==> config.mk <==
export PLATFORM = sky130hd
export DESIGN_NAME = cursor_input_ctrl_flat
export DESIGN_NICKNAME = d
export VERILOG_FILES = /design/src/rtl/cursor_input_ctrl_if.sv /design/src/rtl/cursor_input_ctrl.sv /design/src/flat_wrapper.sv
export SDC_FILE = /design/constraint.sdc
export NUM_CORES = 1
export LEC_CHECK = 0
export BUFFER_PORTS_ARGS = -buffer_cell sky130_fd_sc_hd__buf_2
export CAP_MARGIN = 5
export CELL_PAD_IN_SITES_DETAIL_PLACEMENT = 1
export CELL_PAD_IN_SITES_GLOBAL_PLACEMENT = 2
export CORE_ASPECT_RATIO = 0.8
export CORE_MARGIN = 4
export CORE_UTILIZATION = 30
export CTS_CLUSTER_SIZE = 20
export DETAILED_ROUTE_END_ITERATION = 7
export GPL_TIMING_DRIVEN = 0
export PLACE_DENSITY_LB_ADDON = 0.1
export SLEW_MARGIN = 10
export SYNTH_ARGS = -nofsm -noshare
export SYNTH_HDL_FRONTEND = slang
export SYNTH_SLANG_ARGS = --single-unit
==> constraint.sdc <==
create_clock -name clk -period 2.6 [get_ports clk]
set_clock_uncertainty 0.1 [all_clocks]
set_input_delay 0.39 -clock clk [delete_from_list [all_inputs] [get_ports clk]]
set_output_delay 0.39 -clock clk [all_outputs]
set_load 0.005 [all_outputs]
==> src/rtl/cursor_input_ctrl_if.sv <==
// Bundle of the raw pushbuttons feeding the cursor controller and the
// registered cursor/brush state it hands to the paint stage.
interface cursor_input_ctrl_if;
    logic       btn_up;
    logic       btn_down;
    logic       btn_left;
    logic       btn_right;
    logic       btn_tool;
    logic       btn_size;
    logic       btn_color;
    logic [9:0] X_POS;
    logic [9:0] Y_POS;
    logic [2:0] color;
    logic       tool_on;
    logic       size_sel;

    // Controller side: reads buttons, drives cursor and brush state.
    modport master (
        input  btn_up, btn_down, btn_left, btn_right,
        input  btn_tool, btn_size, btn_color,
        output X_POS, Y_POS, color, tool_on, size_sel
    );

    // Board/consumer side: drives buttons, reads cursor and brush state.
    modport slave (
        output btn_up, btn_down, btn_left, btn_right,
        output btn_tool, btn_size, btn_color,
        input  X_POS, Y_POS, color, tool_on, size_sel
    );
endinterface

==> src/rtl/cursor_input_ctrl.sv <==
// Cursor input controller: synchronizes and debounces seven pushbuttons,
// moves a clamped cursor with hold-to-repeat, and toggles/cycles the
// brush controls. All outputs come straight from flops.
module cursor_input_ctrl #(
    parameter int DEBOUNCE_CYCLES = 1000000,
    parameter int STEP_CYCLES     = 1000000,
    parameter int X_MAX           = 639,
    parameter int Y_MAX           = 479,
    parameter int X_INIT          = 320,
    parameter int Y_INIT          = 240
) (
    input  logic                  clk,
    input  logic                  clr,
    cursor_input_ctrl_if.master   bus
);

    localparam int DW = (DEBOUNCE_CYCLES > 1) ? $clog2(DEBOUNCE_CYCLES) : 1;
    localparam int SW = (STEP_CYCLES > 1) ? $clog2(STEP_CYCLES) : 1;
    localparam logic [DW-1:0] DB_LAST   = DW'(DEBOUNCE_CYCLES - 1);
    localparam logic [SW-1:0] STEP_LAST = SW'(STEP_CYCLES - 1);

    // Button bit order: 0 up, 1 down, 2 left, 3 right, 4 tool, 5 size, 6 color
    logic [6:0] raw;
    assign raw = {bus.btn_color, bus.btn_size, bus.btn_tool,
                  bus.btn_right, bus.btn_left, bus.btn_down, bus.btn_up};

    logic [6:0]    sync1_q, sync2_q;
    logic [6:0]    stable_q, stable_d, stable_dly_q;
    logic [DW-1:0] db_cnt_q [7];
    logic [DW-1:0] db_cnt_d [7];
    logic [6:0]    press;

    typedef enum logic {IDLE, HOLD} move_state_t;
    move_state_t   state_q;
    logic [SW-1:0] step_cnt_q;
    logic [9:0]    x_q, y_q, x_step, y_step;
    logic [2:0]    color_q, color_d;
    logic          tool_q, tool_d, size_q, size_d;

    // Two-flop synchronizer bringing the asynchronous buttons into clk.
    always_ff @(posedge clk or negedge clr) begin
        if (!clr) begin
            sync1_q <= '0;
            sync2_q <= '0;
        end else begin
            sync1_q <= raw;
            sync2_q <= sync1_q;
        end
    end

    // Debounce: a level is accepted only after DEBOUNCE_CYCLES differing samples.
    always_comb begin
        stable_d = stable_q;
        for (int i = 0; i < 7; i++) begin
            db_cnt_d[i] = '0;
            if (sync2_q[i] != stable_q[i]) begin
                if (db_cnt_q[i] == DB_LAST) begin
                    stable_d[i] = sync2_q[i];
                end else begin
                    db_cnt_d[i] = db_cnt_q[i] + 1'b1;
                end
            end
        end
    end

    // Debounce state plus a delayed copy of the stable levels for edge detect.
    always_ff @(posedge clk or negedge clr) begin
        if (!clr) begin
            stable_q     <= '0;
            stable_dly_q <= '0;
            for (int i = 0; i < 7; i++) begin
                db_cnt_q[i] <= '0;
            end
        end else begin
            stable_q     <= stable_d;
            stable_dly_q <= stable_q;
            for (int i = 0; i < 7; i++) begin
                db_cnt_q[i] <= db_cnt_d[i];
            end
        end
    end

    assign press = stable_q & ~stable_dly_q;

    // Brush controls react to single-cycle press pulses; colour wraps in 3 bits.
    always_comb begin
        tool_d  = tool_q ^ press[4];
        size_d  = size_q ^ press[5];
        color_d = color_q + {2'b00, press[6]};
    end

    // Brush control registers.
    always_ff @(posedge clk or negedge clr) begin
        if (!clr) begin
            tool_q  <= 1'b0;
            size_q  <= 1'b0;
            color_q <= 3'd0;
        end else begin
            tool_q  <= tool_d;
            size_q  <= size_d;
            color_q <= color_d;
        end
    end

    // One clamped step from the held directions; 11-bit math exposes underflow.
    always_comb begin
        logic [10:0] x_dec, x_inc, y_dec, y_inc;
        x_dec  = {1'b0, x_q} - 11'd1;
        x_inc  = {1'b0, x_q} + 11'd1;
        y_dec  = {1'b0, y_q} - 11'd1;
        y_inc  = {1'b0, y_q} + 11'd1;
        x_step = x_q;
        y_step = y_q;
        if (stable_q[2] && !stable_q[3]) begin
            if (!x_dec[10]) x_step = x_dec[9:0];
        end else if (stable_q[3] && !stable_q[2]) begin
            if (x_inc <= 11'(X_MAX)) x_step = x_inc[9:0];
        end
        if (stable_q[0] && !stable_q[1]) begin
            if (!y_dec[10]) y_step = y_dec[9:0];
        end else if (stable_q[1] && !stable_q[0]) begin
            if (y_inc <= 11'(Y_MAX)) y_step = y_inc[9:0];
        end
    end

    // Move FSM: immediate step on first press, then one step per STEP_CYCLES.
    always_ff @(posedge clk or negedge clr) begin
        if (!clr) begin
            state_q    <= IDLE;
            step_cnt_q <= '0;
            x_q        <= 10'(X_INIT);
            y_q        <= 10'(Y_INIT);
        end else begin
            case (state_q)
                IDLE: begin
                    step_cnt_q <= '0;
                    if (|stable_q[3:0]) begin
                        x_q     <= x_step;
                        y_q     <= y_step;
                        state_q <= HOLD;
                    end
                end
                HOLD: begin
                    if (!(|stable_q[3:0])) begin
                        state_q    <= IDLE;
                        step_cnt_q <= '0;
                    end else if (step_cnt_q == STEP_LAST) begin
                        x_q        <= x_step;
                        y_q        <= y_step;
                        step_cnt_q <= '0;
                    end else begin
                        step_cnt_q <= step_cnt_q + 1'b1;
                    end
                end
                default: begin
                    state_q    <= IDLE;
                    step_cnt_q <= '0;
                end
            endcase
        end
    end

    assign bus.X_POS    = x_q;
    assign bus.Y_POS    = y_q;
    assign bus.color    = color_q;
    assign bus.tool_on  = tool_q;
    assign bus.size_sel = size_q;

endmodule

==> src/flat_wrapper.sv <==
// flat-port wrapper written by rule: the top's interface ports become plain ports
module cursor_input_ctrl_flat 
#(
    parameter int DEBOUNCE_CYCLES = 1000000,
    parameter int STEP_CYCLES     = 1000000,
    parameter int X_MAX           = 639,
    parameter int Y_MAX           = 479,
    parameter int X_INIT          = 320,
    parameter int Y_INIT          = 240
)
  (clk, clr, bus_btn_up, bus_btn_down, bus_btn_left, bus_btn_right, bus_btn_tool, bus_btn_size, bus_btn_color, bus_X_POS, bus_Y_POS, bus_color, bus_tool_on, bus_size_sel);
  cursor_input_ctrl_if bus_i ();
  input  logic clk;
  input  logic clr;
  input wire logic [$bits(bus_i.btn_up)-1:0] bus_btn_up;
  input wire logic [$bits(bus_i.btn_down)-1:0] bus_btn_down;
  input wire logic [$bits(bus_i.btn_left)-1:0] bus_btn_left;
  input wire logic [$bits(bus_i.btn_right)-1:0] bus_btn_right;
  input wire logic [$bits(bus_i.btn_tool)-1:0] bus_btn_tool;
  input wire logic [$bits(bus_i.btn_size)-1:0] bus_btn_size;
  input wire logic [$bits(bus_i.btn_color)-1:0] bus_btn_color;
  output wire logic [$bits(bus_i.X_POS)-1:0] bus_X_POS;
  output wire logic [$bits(bus_i.Y_POS)-1:0] bus_Y_POS;
  output wire logic [$bits(bus_i.color)-1:0] bus_color;
  output wire logic [$bits(bus_i.tool_on)-1:0] bus_tool_on;
  output wire logic [$bits(bus_i.size_sel)-1:0] bus_size_sel;
  assign bus_i.btn_up = bus_btn_up;
  assign bus_i.btn_down = bus_btn_down;
  assign bus_i.btn_left = bus_btn_left;
  assign bus_i.btn_right = bus_btn_right;
  assign bus_i.btn_tool = bus_btn_tool;
  assign bus_i.btn_size = bus_btn_size;
  assign bus_i.btn_color = bus_btn_color;
  assign bus_X_POS = bus_i.X_POS;
  assign bus_Y_POS = bus_i.Y_POS;
  assign bus_color = bus_i.color;
  assign bus_tool_on = bus_i.tool_on;
  assign bus_size_sel = bus_i.size_sel;
  cursor_input_ctrl #(.DEBOUNCE_CYCLES(DEBOUNCE_CYCLES), .STEP_CYCLES(STEP_CYCLES), .X_MAX(X_MAX), .Y_MAX(Y_MAX), .X_INIT(X_INIT), .Y_INIT(Y_INIT)) u_core (.clk(clk), .clr(clr), .bus(bus_i));
endmodule
==> results_tabular.tex, run 1 <==
\begin{tabular}{lr}
\hline
Metric & Value \\
\hline
\multicolumn{2}{l}{\textbf{Run}} \\
Max-cap viol count & 0 \\
\multicolumn{2}{l}{\textbf{Timing}} \\
Final count of hold timing violations & 0 \\
Final Worst Setup Slack & 0.0656 ns \\
Worst-Margin Slew & 0.729 ns \\
Maximum operating frequency & a little under 0.4 GHz \\
Headroom to the max-slew limit & 0.510 \\
Tmin final & around 2.5 ns \\
Setup TNS & 0 ns \\
Worst hold slack & approximately 0.25 ns \\
Count of final setup violators & 0 \\
Final count of pins violating max slew & 0 \\
Final clock period utilization by the worst path & 0.975 \\
\multicolumn{2}{l}{\textbf{Yosys}} \\
Warnings, synthesis & 0 \\
Synth Area in Adders & 0.0194 \\
Number of distinct library cell variants in the gate-level netlist after synthesis & 63 \\
Sequential-to-total area share from yosys stat & 0.511 \\
Post-synthesis mux area share & 0.00753 \\
Mean post-synth cell area & between 9 and 10 sq um \\
Post-synthesis instance area & 0.0103 sq mm \\
Post-Synthesis Net Count & about 1100 \\
Area share of xor/xnor cells in the synthesized design & 0.143 \\
Compound-gate portion of the synthesized area & 0.0436 \\
Most used DFF post-synth & sky130\_fd\_sc\_hd\_\_dfrtp\_1 \\
Number of flops mapped to enable cells by yosys & 0 \\
Dominant combinational cell family by area after synthesis & simple AND/OR/NAND/NOR gates \\
Synthesized flop and latch total & 210 \\
Async set-or-reset flop fraction in the synthesized netlist & 1.00 \\
Cells after Synth & approximately 1100 \\
Simple-Gate Fraction of Synth Area & 0.253 \\
\multicolumn{2}{l}{\textbf{Global routing}} \\
Number of global-route vias before repair & 7982 \\
Pin count of the biggest net entering global routing & 95 \\
Number of antenna violations at the first check in global routing & 0 \\
Overall overflow remaining after global route & 0 \\
GRT Total Usage & 0.133 \\
Global-route wire length before repair & $\sim$42000 microns \\
\multicolumn{2}{l}{\textbf{Final layout}} \\
Most used cells in the layout excluding fill and tap cells & sky130\_fd\_sc\_hd\_\_dfrtp\_1 (201), sky130\_fd\_sc\_hd\_\_nor2\_1 (187), sky130\_fd\_sc\_hd\_\_xor2\_1 (93) \\
Fin nets & around 1200 \\
Antenna cell count & 0 \\
Fraction of final layout cells sized beyond drive strength 1 & 0.127 \\
Fin area & about 0.012 sq mm \\
Area grow syn2layout & 19.7\% \\
Most frequent standard cell in the layout excluding fill and tap cells & sky130\_fd\_sc\_hd\_\_dfrtp\_1 \\
\multicolumn{2}{l}{\textbf{Route}} \\
Avg WL per Cell & about 15 microns \\
Number of remaining DRC errors & 0 \\
Drt initial violations & about 320 \\
DR vias & 7538 \\
DRT Pass-1 Iters & 4 \\
Remaining antenna violation count & 0 \\
Vias/cell & 4.77 \\
Routed WL & roughly 24000 microns \\
\multicolumn{2}{l}{\textbf{Setup path}} \\
Biggest fanout along the worst timing path & 9 \\
Stage delay of the slowest cell on the critical path & roughly 0.52 ns \\
Buffers \& Inverters on Critical Path & 2 \\
Worst Path Class, Setup & reg -> reg \\
Cells traversed along the worst timing path & clkbuf\_8 > inv\_4 > ha\_4 > nand4bb\_1 > or3b\_1 > o22ai\_2 > o211a\_1 > or4b\_4 > o311a\_1 \\
Kind of launch point of the worst setup path & flop \\
R2R depth & 9 \\
Cell type group with the largest total delay on the critical path & simple AND/OR/NAND/NOR gates \\
Crit path max-delay cell type & sky130\_fd\_sc\_hd\_\_or4b\_4 \\
Worst path required time & $\sim$2.9 ns \\
Type of destination of the critical path & flop \\
Critical path depth in cells & 9 \\
CP arrival & approximately 2.9 ns \\
\multicolumn{2}{l}{\textbf{Pwr}} \\
Power Internal & 5.95 mW \\
Switching share of power & 0.211 \\
Final total power & 7.54 mW \\
Switching component of the power & $\sim$1.6 mW \\
Clock network power share & 0.532 \\
Sequential Power Share & 0.443 \\
Cell leakage power & around 5.3 nW \\
Max rail drop VDD & $\sim$0.35 mV \\
Proportion of power drawn by combinational gates & 0.026 \\
P per Cell Area & slightly above 600 mW/mm\^{}2 \\
\multicolumn{2}{l}{\textbf{Floorplanning}} \\
Site Rows & 60 \\
Placeable core region & approximately 0.034 sq mm \\
Die span in y & roughly 170 microns \\
Starting Density & 0.305 \\
DIE WIDTH & around 220 microns \\
Area enclosed by the die boundary & around 0.037 sq mm \\
Boundary pin count & 34 \\
\multicolumn{2}{l}{\textbf{CTS}} \\
Worst-path clk slew & approximately 0.060 ns \\
Root Driver & sky130\_fd\_sc\_hd\_\_clkbuf\_16 \\
Largest buffer count on any clock path & 3 \\
Number of clock buffers inserted by TritonCTS & 25 \\
H-tree levels & 1 \\
Insertion delay of the later-clocked pin in the worst-skew pair & 0.53 ns \\
CTS tree & yes \\
Count of clock tree sinks & between 200 and 250 \\
\multicolumn{2}{l}{\textbf{Worst hold path}} \\
Worst hold path class & reg -> reg \\
Min-Delay Path Depth & 0 \\
\multicolumn{2}{l}{\textbf{Place}} \\
Detailed-placement wirelength estimate & 16600 microns \\
Count of port buffers added during placement & 33 \\
Minimum setup slack after placement & -0.411 ns \\
Post-place instance area & between 0.01 and 0.015 sq mm \\
Global placer's final weighted congestion & 0.751 \\
\multicolumn{2}{l}{\textbf{Outcome}} \\
Outcome & complete, no violations \\
\hline
\end{tabular}
area by class of cell:
type	count	area, sq um
plain buffers	20	108
clock buffers	37	751
clock inverters	9	201
fillers	3785	21500
inverters	28	108
multi-input cells	786	4950
flip-flops and latches	210	5270
well taps	434	543
repair buffers	56	405
final timing paths:
| check | from | endpoint | slack (ns) |
|---|---|---|---|
| worst max-delay path | u_core.bus.Y_POS[1]$_DFFE_PN0P_ | u_core.bus.Y_POS[1]$_DFFE_PN0P_ | 0.07 |
| worst min-delay path | u_core.sync1_q[6]$_DFF_PN0_ | u_core.sync2_q[6]$_DFF_PN0_ | 0.25 |
| worst max register to register | u_core.bus.Y_POS[1]$_DFFE_PN0P_ | u_core.bus.Y_POS[1]$_DFFE_PN0P_ | 0.07 |
| worst min register to register | u_core.sync1_q[6]$_DFF_PN0_ | u_core.sync2_q[6]$_DFF_PN0_ | 0.25 |
| max in group asynchronous | clr | u_core.db_cnt_q[15]$_DFF_PN0_ | 1.30 |
| min in group asynchronous | clr | u_core.stable_dly_q[4]$_DFF_PN0_ | 0.26 |
synthesized netlist by cell type (3+ instances only):
master | n | area [sq um]
sky130_fd_sc_hd__nor3_1 | 21 | 105
sky130_fd_sc_hd__and3_1 | 27 | 169
sky130_fd_sc_hd__a21oi_1 | 18 | 90.1
sky130_fd_sc_hd__dfrtp_1 | 204 | 5100
sky130_fd_sc_hd__or4_1 | 7 | 52.6
sky130_fd_sc_hd__nor2b_1 | 9 | 56.3
sky130_fd_sc_hd__a31oi_1 | 3 | 18.8
sky130_fd_sc_hd__nor4b_1 | 4 | 35.0
sky130_fd_sc_hd__or3_1 | 12 | 75.1
sky130_fd_sc_hd__nand2_1 | 78 | 293
sky130_fd_sc_hd__clkbuf_1 | 28 | 105
sky130_fd_sc_hd__nor4_1 | 22 | 138
sky130_fd_sc_hd__nand3b_1 | 5 | 37.5
sky130_fd_sc_hd__nand3_1 | 85 | 425
sky130_fd_sc_hd__buf_2 | 3 | 15.0
sky130_fd_sc_hd__nor2_1 | 187 | 702
sky130_fd_sc_hd__nand2b_1 | 8 | 50.1
sky130_fd_sc_hd__ha_1 | 16 | 200
sky130_fd_sc_hd__nand4_1 | 26 | 163
sky130_fd_sc_hd__or2_1 | 9 | 56.3
sky130_fd_sc_hd__and4_1 | 6 | 52.6
sky130_fd_sc_hd__o21ai_0 | 17 | 85.1
sky130_fd_sc_hd__xnor2_1 | 75 | 657
sky130_fd_sc_hd__xor2_1 | 93 | 815
sky130_fd_sc_hd__dfstp_2 | 6 | 158
sky130_fd_sc_hd__o22ai_1 | 3 | 18.8
sky130_fd_sc_hd__mux2_2 | 6 | 67.6
sky130_fd_sc_hd__and3b_1 | 3 | 26.3
sky130_fd_sc_hd__inv_1 | 28 | 105
sky130_fd_sc_hd__and2_1 | 7 | 43.8
through the flow:
stage	util	cells
2_1_floorplan	-	1057
3_3_place_gp	0.326	1524
3_5_place_dp	0.328	1526
4_1_cts	0.361	1578
5_1_grt	0.365	1580
6_report	0.365	1580
per-layer routing:
layer	global-route usage	vias to the layer above	share of wire
met4	0.0260	0	0.018
met2	0.199	54	0.42
met3	0.0263	31	0.031
met5	0	-	0
li1	-	3751	-
met1	0.199	3702	0.53
power groups by stage:
| stage | combinational [mW] | sequential, mW | clock [mW] |
|---|---|---|---|
| after CTS | 0.206 | 3.34 | 4.19 |
| after floorplan | 0.0773 | 3.39 | 0 |
| after global placement | 0.183 | 3.40 | 0 |
| final | 0.192 | 3.34 | 4.01 |
| after global routing | 0.229 | 3.34 | 4.35 |
| after detailed placement | 0.196 | 3.40 | 0 |
cell families (layout without fill, tap and decap cells):
group	after synthesis	count (layout)
compound gates	66	66
fa+ha+maj	16	16
simple gates	529	529
mux	7	7
flops	210	210
xor+xnor	168	168
buf+inv	61	150
sequential cells by signal, summed over array words and instances (netlist names), 3 cells and up:
register,count
u_core.stable_dly_q,3
u_core.stable_q,7
u_core.bus.X_POS,10
u_core.step_cnt_q,20
u_core.sync1_q,7
u_core.db_cnt_q,140
u_core.bus.Y_POS,10
u_core.bus.color,3
u_core.sync2_q,7
what timing repair did:
action / 4_1_cts / 5_1_grt
setup endpoints to repair: 80 / 96
hold endpoints to repair: 54 / 0
gates cloned: 1 / 0
resized for setup: 23 / 26
buffers inserted: 4 / 8
hold buffers: 8 / 0
pin swaps: 1 / 6
(Power assumes the default switching activity.)
==> run 2, diff against run 1 <==
--- a/config.mk
+++ b/config.mk
@@ -10,7 +10,6 @@
 export CELL_PAD_IN_SITES_DETAIL_PLACEMENT = 1
 export CELL_PAD_IN_SITES_GLOBAL_PLACEMENT = 2
 export CORE_ASPECT_RATIO = 0.8
-export CORE_MARGIN = 4
 export CORE_UTILIZATION = 30
 export CTS_CLUSTER_SIZE = 20
 export DETAILED_ROUTE_END_ITERATION = 7
==> run 2 against run 1 <==
Effect of this change: sequential share of layout area increased by 0.64 points; register-to-register slack worse by 0.03 ns; core utilization down 0.45 points; via count rose by 0.41%; sequential cell count did not move; final cell count down 0.13%; sequential power about the same; fmax fell by 1.1%; setup slack got worse by 0.028 ns; critical path depth down 3; critical path type unchanged.
==> results_tabular.tex, run 2 (same netlist as run 1, synthesis figures left out) <==
\begin{tabular}{lr}
\hline
Metric & Value \\
\hline
\multicolumn{2}{l}{\textbf{Outcome}} \\
Outcome & complete, no violations (unchanged) \\
\multicolumn{2}{l}{\textbf{Place}} \\
Detailed-placement wirelength estimate & 16400 microns (was 16600 microns) \\
Post-place instance area & 0.0111 sq mm (unchanged) \\
Count of port buffers added during placement & 33 (unchanged) \\
Minimum setup slack after placement & -0.456 ns (was -0.411 ns) \\
Global placer's final weighted congestion & 0.747 (was 0.751) \\
\multicolumn{2}{l}{\textbf{Timing}} \\
Count of final setup violators & 0 (unchanged) \\
Final Worst Setup Slack & 0.0375 ns (was 0.0656 ns) \\
Headroom to the max-slew limit & 0.471 (was 0.510) \\
Final count of hold timing violations & 0 (unchanged) \\
Tmin final & 2.56 ns (was 2.53 ns) \\
Setup TNS & 0 ns (unchanged) \\
Worst hold slack & 0.163 ns (was 0.249 ns) \\
Final count of pins violating max slew & 0 (unchanged) \\
Worst-Margin Slew & 0.787 ns (was 0.729 ns) \\
Maximum operating frequency & 0.390 GHz (was 0.395 GHz) \\
Final clock period utilization by the worst path & 0.986 (was 0.975) \\
\multicolumn{2}{l}{\textbf{Setup path}} \\
Worst Path Class, Setup & reg -> reg (unchanged) \\
CP arrival & 2.88 ns (was 2.85 ns) \\
R2R depth & 6 (was 9) \\
Stage delay of the slowest cell on the critical path & 0.66 ns (was 0.52 ns) \\
Biggest fanout along the worst timing path & 9 (unchanged) \\
Crit path max-delay cell type & sky130\_fd\_sc\_hd\_\_dfstp\_2 (was sky130\_fd\_sc\_hd\_\_or4b\_4) \\
Cells traversed along the worst timing path & nand4\_1 > o21ai\_0 > a31oi\_2 > o211a\_1 > or4b\_4 > o311a\_1 (was clkbuf\_8 > inv\_4 > ha\_4 > nand4bb\_1 > or3b\_1 > o22ai\_2 > o211a\_1 > or4b\_4 > o311a\_1) \\
Type of destination of the critical path & flop (unchanged) \\
Worst path required time & 2.91 ns (about the same) \\
Kind of launch point of the worst setup path & flop (unchanged) \\
\multicolumn{2}{l}{\textbf{CTS}} \\
CTS tree & yes (unchanged) \\
Largest buffer count on any clock path & 3 (unchanged) \\
Number of clock buffers inserted by TritonCTS & 25 (unchanged) \\
Worst-path clk slew & 0.06 ns (about the same) \\
Root Driver & sky130\_fd\_sc\_hd\_\_clkbuf\_16 (unchanged) \\
Count of clock tree sinks & 210 (unchanged) \\
H-tree levels & 1 (unchanged) \\
Insertion delay of the later-clocked pin in the worst-skew pair & 0.54 ns (was 0.53 ns) \\
\multicolumn{2}{l}{\textbf{Floorplanning}} \\
DIE WIDTH & 209 microns (was 215 microns) \\
Starting Density & 0.306 (was 0.305) \\
Boundary pin count & 34 (unchanged) \\
Site Rows & 60 (unchanged) \\
Placeable core region & 0.0337 sq mm (was 0.0338 sq mm) \\
Die span in y & 168 microns (was 174 microns) \\
Area enclosed by the die boundary & 0.0351 sq mm (was 0.0374 sq mm) \\
\multicolumn{2}{l}{\textbf{Pwr}} \\
Max rail drop VDD & 0.375 mV (was 0.345 mV) \\
Cell leakage power & 5.16 nW (was 5.26 nW) \\
P per Cell Area & 573 mW/mm\^{}2 (was 612 mW/mm\^{}2) \\
Final total power & 6.96 mW (was 7.54 mW) \\
\multicolumn{2}{l}{\textbf{Route}} \\
Avg WL per Cell & 15.5 microns (was 15.4 microns) \\
Number of remaining DRC errors & 0 (unchanged) \\
Drt initial violations & 343 (was 322) \\
DRT Pass-1 Iters & 4 (unchanged) \\
Routed WL & 24400 microns (was 24300 microns) \\
Remaining antenna violation count & 0 (unchanged) \\
DR vias & 7569 (was 7538) \\
Vias/cell & 4.80 (was 4.77) \\
\multicolumn{2}{l}{\textbf{Final layout}} \\
Number of flip-flops in the largest register & 140 (unchanged) \\
Most frequent standard cell in the layout excluding fill and tap cells & sky130\_fd\_sc\_hd\_\_dfrtp\_1 (unchanged) \\
Antenna cell count & 0 (unchanged) \\
Top reg by flops & u\_core.db\_cnt\_q (unchanged) \\
Most used cells in the layout excluding fill and tap cells & sky130\_fd\_sc\_hd\_\_dfrtp\_1 (200), sky130\_fd\_sc\_hd\_\_nor2\_1 (187), sky130\_fd\_sc\_hd\_\_xor2\_1 (93) (was sky130\_fd\_sc\_hd\_\_dfrtp\_1 (201), sky130\_fd\_sc\_hd\_\_nor2\_1 (187), sky130\_fd\_sc\_hd\_\_xor2\_1 (93)) \\
Registers with the most flip-flops & u\_core.db\_cnt\_q: 140 flops, u\_core.step\_cnt\_q: 20 flops (unchanged) \\
Area grow syn2layout & 17.9\% (was 19.7\%) \\
Fraction of final layout cells sized beyond drive strength 1 & 0.122 (was 0.127) \\
Fin nets & 1152 (unchanged) \\
Fin area & 0.0121 sq mm (was 0.0123 sq mm) \\
\multicolumn{2}{l}{\textbf{Global routing}} \\
GRT Total Usage & 0.146 (was 0.133) \\
Number of global-route vias before repair & 8109 (was 7982) \\
Overall overflow remaining after global route & 0 (unchanged) \\
Pin count of the biggest net entering global routing & 101 (was 95) \\
Number of antenna violations at the first check in global routing & 0 (unchanged) \\
Global-route wire length before repair & 42600 microns (was 42300 microns) \\
\multicolumn{2}{l}{\textbf{Worst hold path}} \\
Worst hold path class & in -> async (was reg -> reg) \\
\multicolumn{2}{l}{\textbf{Run}} \\
Max-cap viol count & 0 (unchanged) \\
\hline
\end{tabular}
## run 2: cell types whose count changed in the layout (fill, tap and decap cells not counted), sizes merged
cell	change
clkbuf	+2
clkinv	+3
inv	+1
bufinv	-5
buf	-3
## run 2: critical path: cells and delay by family, from the launching register on
family	cells	cell delay, ns
AO/OA/AOI/OAI	4	0.96
flip-flops	1	0.66
AND/OR/NAND/NOR	2	0.73
## run 2: area by class of cell
cell class,count,area (sq um)
plain buffers,24,115
clock inverters,8,75.1
clock buffers,36,717
inverters,28,105
fillers,3785,21600
well taps,434,543
multi-input cells,786,4950
repair buffers,52,375
flip-flops and latches,210,5270
## run 2: worst paths after layout
| kind | to | startpoint | slack (ns) |
|---|---|---|---|
| min in group clk | u_core.sync2_q[1]$_DFF_PN0_ | u_core.sync1_q[1]$_DFF_PN0_ | 0.25 |
| max in group asynchronous | u_core.bus.Y_POS[0]$_DFFE_PN0P_ | clr | 1.47 |
| setup / recovery | u_core.bus.Y_POS[1]$_DFFE_PN0P_ | u_core.bus.Y_POS[4]$_DFFE_PN1P_ | 0.04 |
| setup reg to reg | u_core.bus.Y_POS[1]$_DFFE_PN0P_ | u_core.bus.Y_POS[4]$_DFFE_PN1P_ | 0.04 |
| hold reg to reg | u_core.sync2_q[1]$_DFF_PN0_ | u_core.sync1_q[1]$_DFF_PN0_ | 0.25 |
| hold / removal | u_core.bus.tool_on$_DFF_PN0_ | clr | 0.16 |
## run 2: per-layer routing
layer | vias up | GRT usage | part of all wire
met1 | 3744 | 0.218 | 0.53
met5 | - | 0 | 0
met4 | 0 | 0.0387 | 0.021
met2 | 59 | 0.217 | 0.42
li1 | 3736 | - | -
met3 | 30 | 0.0251 | 0.025
## run 2: report_power, final
| group | internal, mW | leakage (nW) | switching [mW] | total (mW) |
|---|---|---|---|---|
| Clock | 2.01 | 0.390 | 1.41 | 3.42 |
| Sequential | 3.31 | 2.86 | 0.0327 | 3.34 |
| Combinational | 0.0596 | 1.92 | 0.135 | 0.194 |
| Total | 5.38 | 5.16 | 1.58 | 6.96 |
## run 2: repair_timing
action / 4_1_cts / 5_1_grt
pin swaps: 2 / 3
hold endpoints to repair: 211 / 0
cloned: 1 / 0
hold buffers: 8 / 0
gates resized for setup: 23 / 23
buffers inserted: 6 / 2
endpoints found under the setup margin: 69 / 96
## run 2: stage by stage
| step | util | cells |
|---|---|---|
| 2_1_floorplan | - | 1057 |
| 3_5_place_dp | 0.329 | 1526 |
| 4_1_cts | 0.357 | 1578 |
| 6_report | 0.360 | 1578 |
| 3_3_place_gp | 0.327 | 1524 |
| 5_1_grt | 0.360 | 1578 |
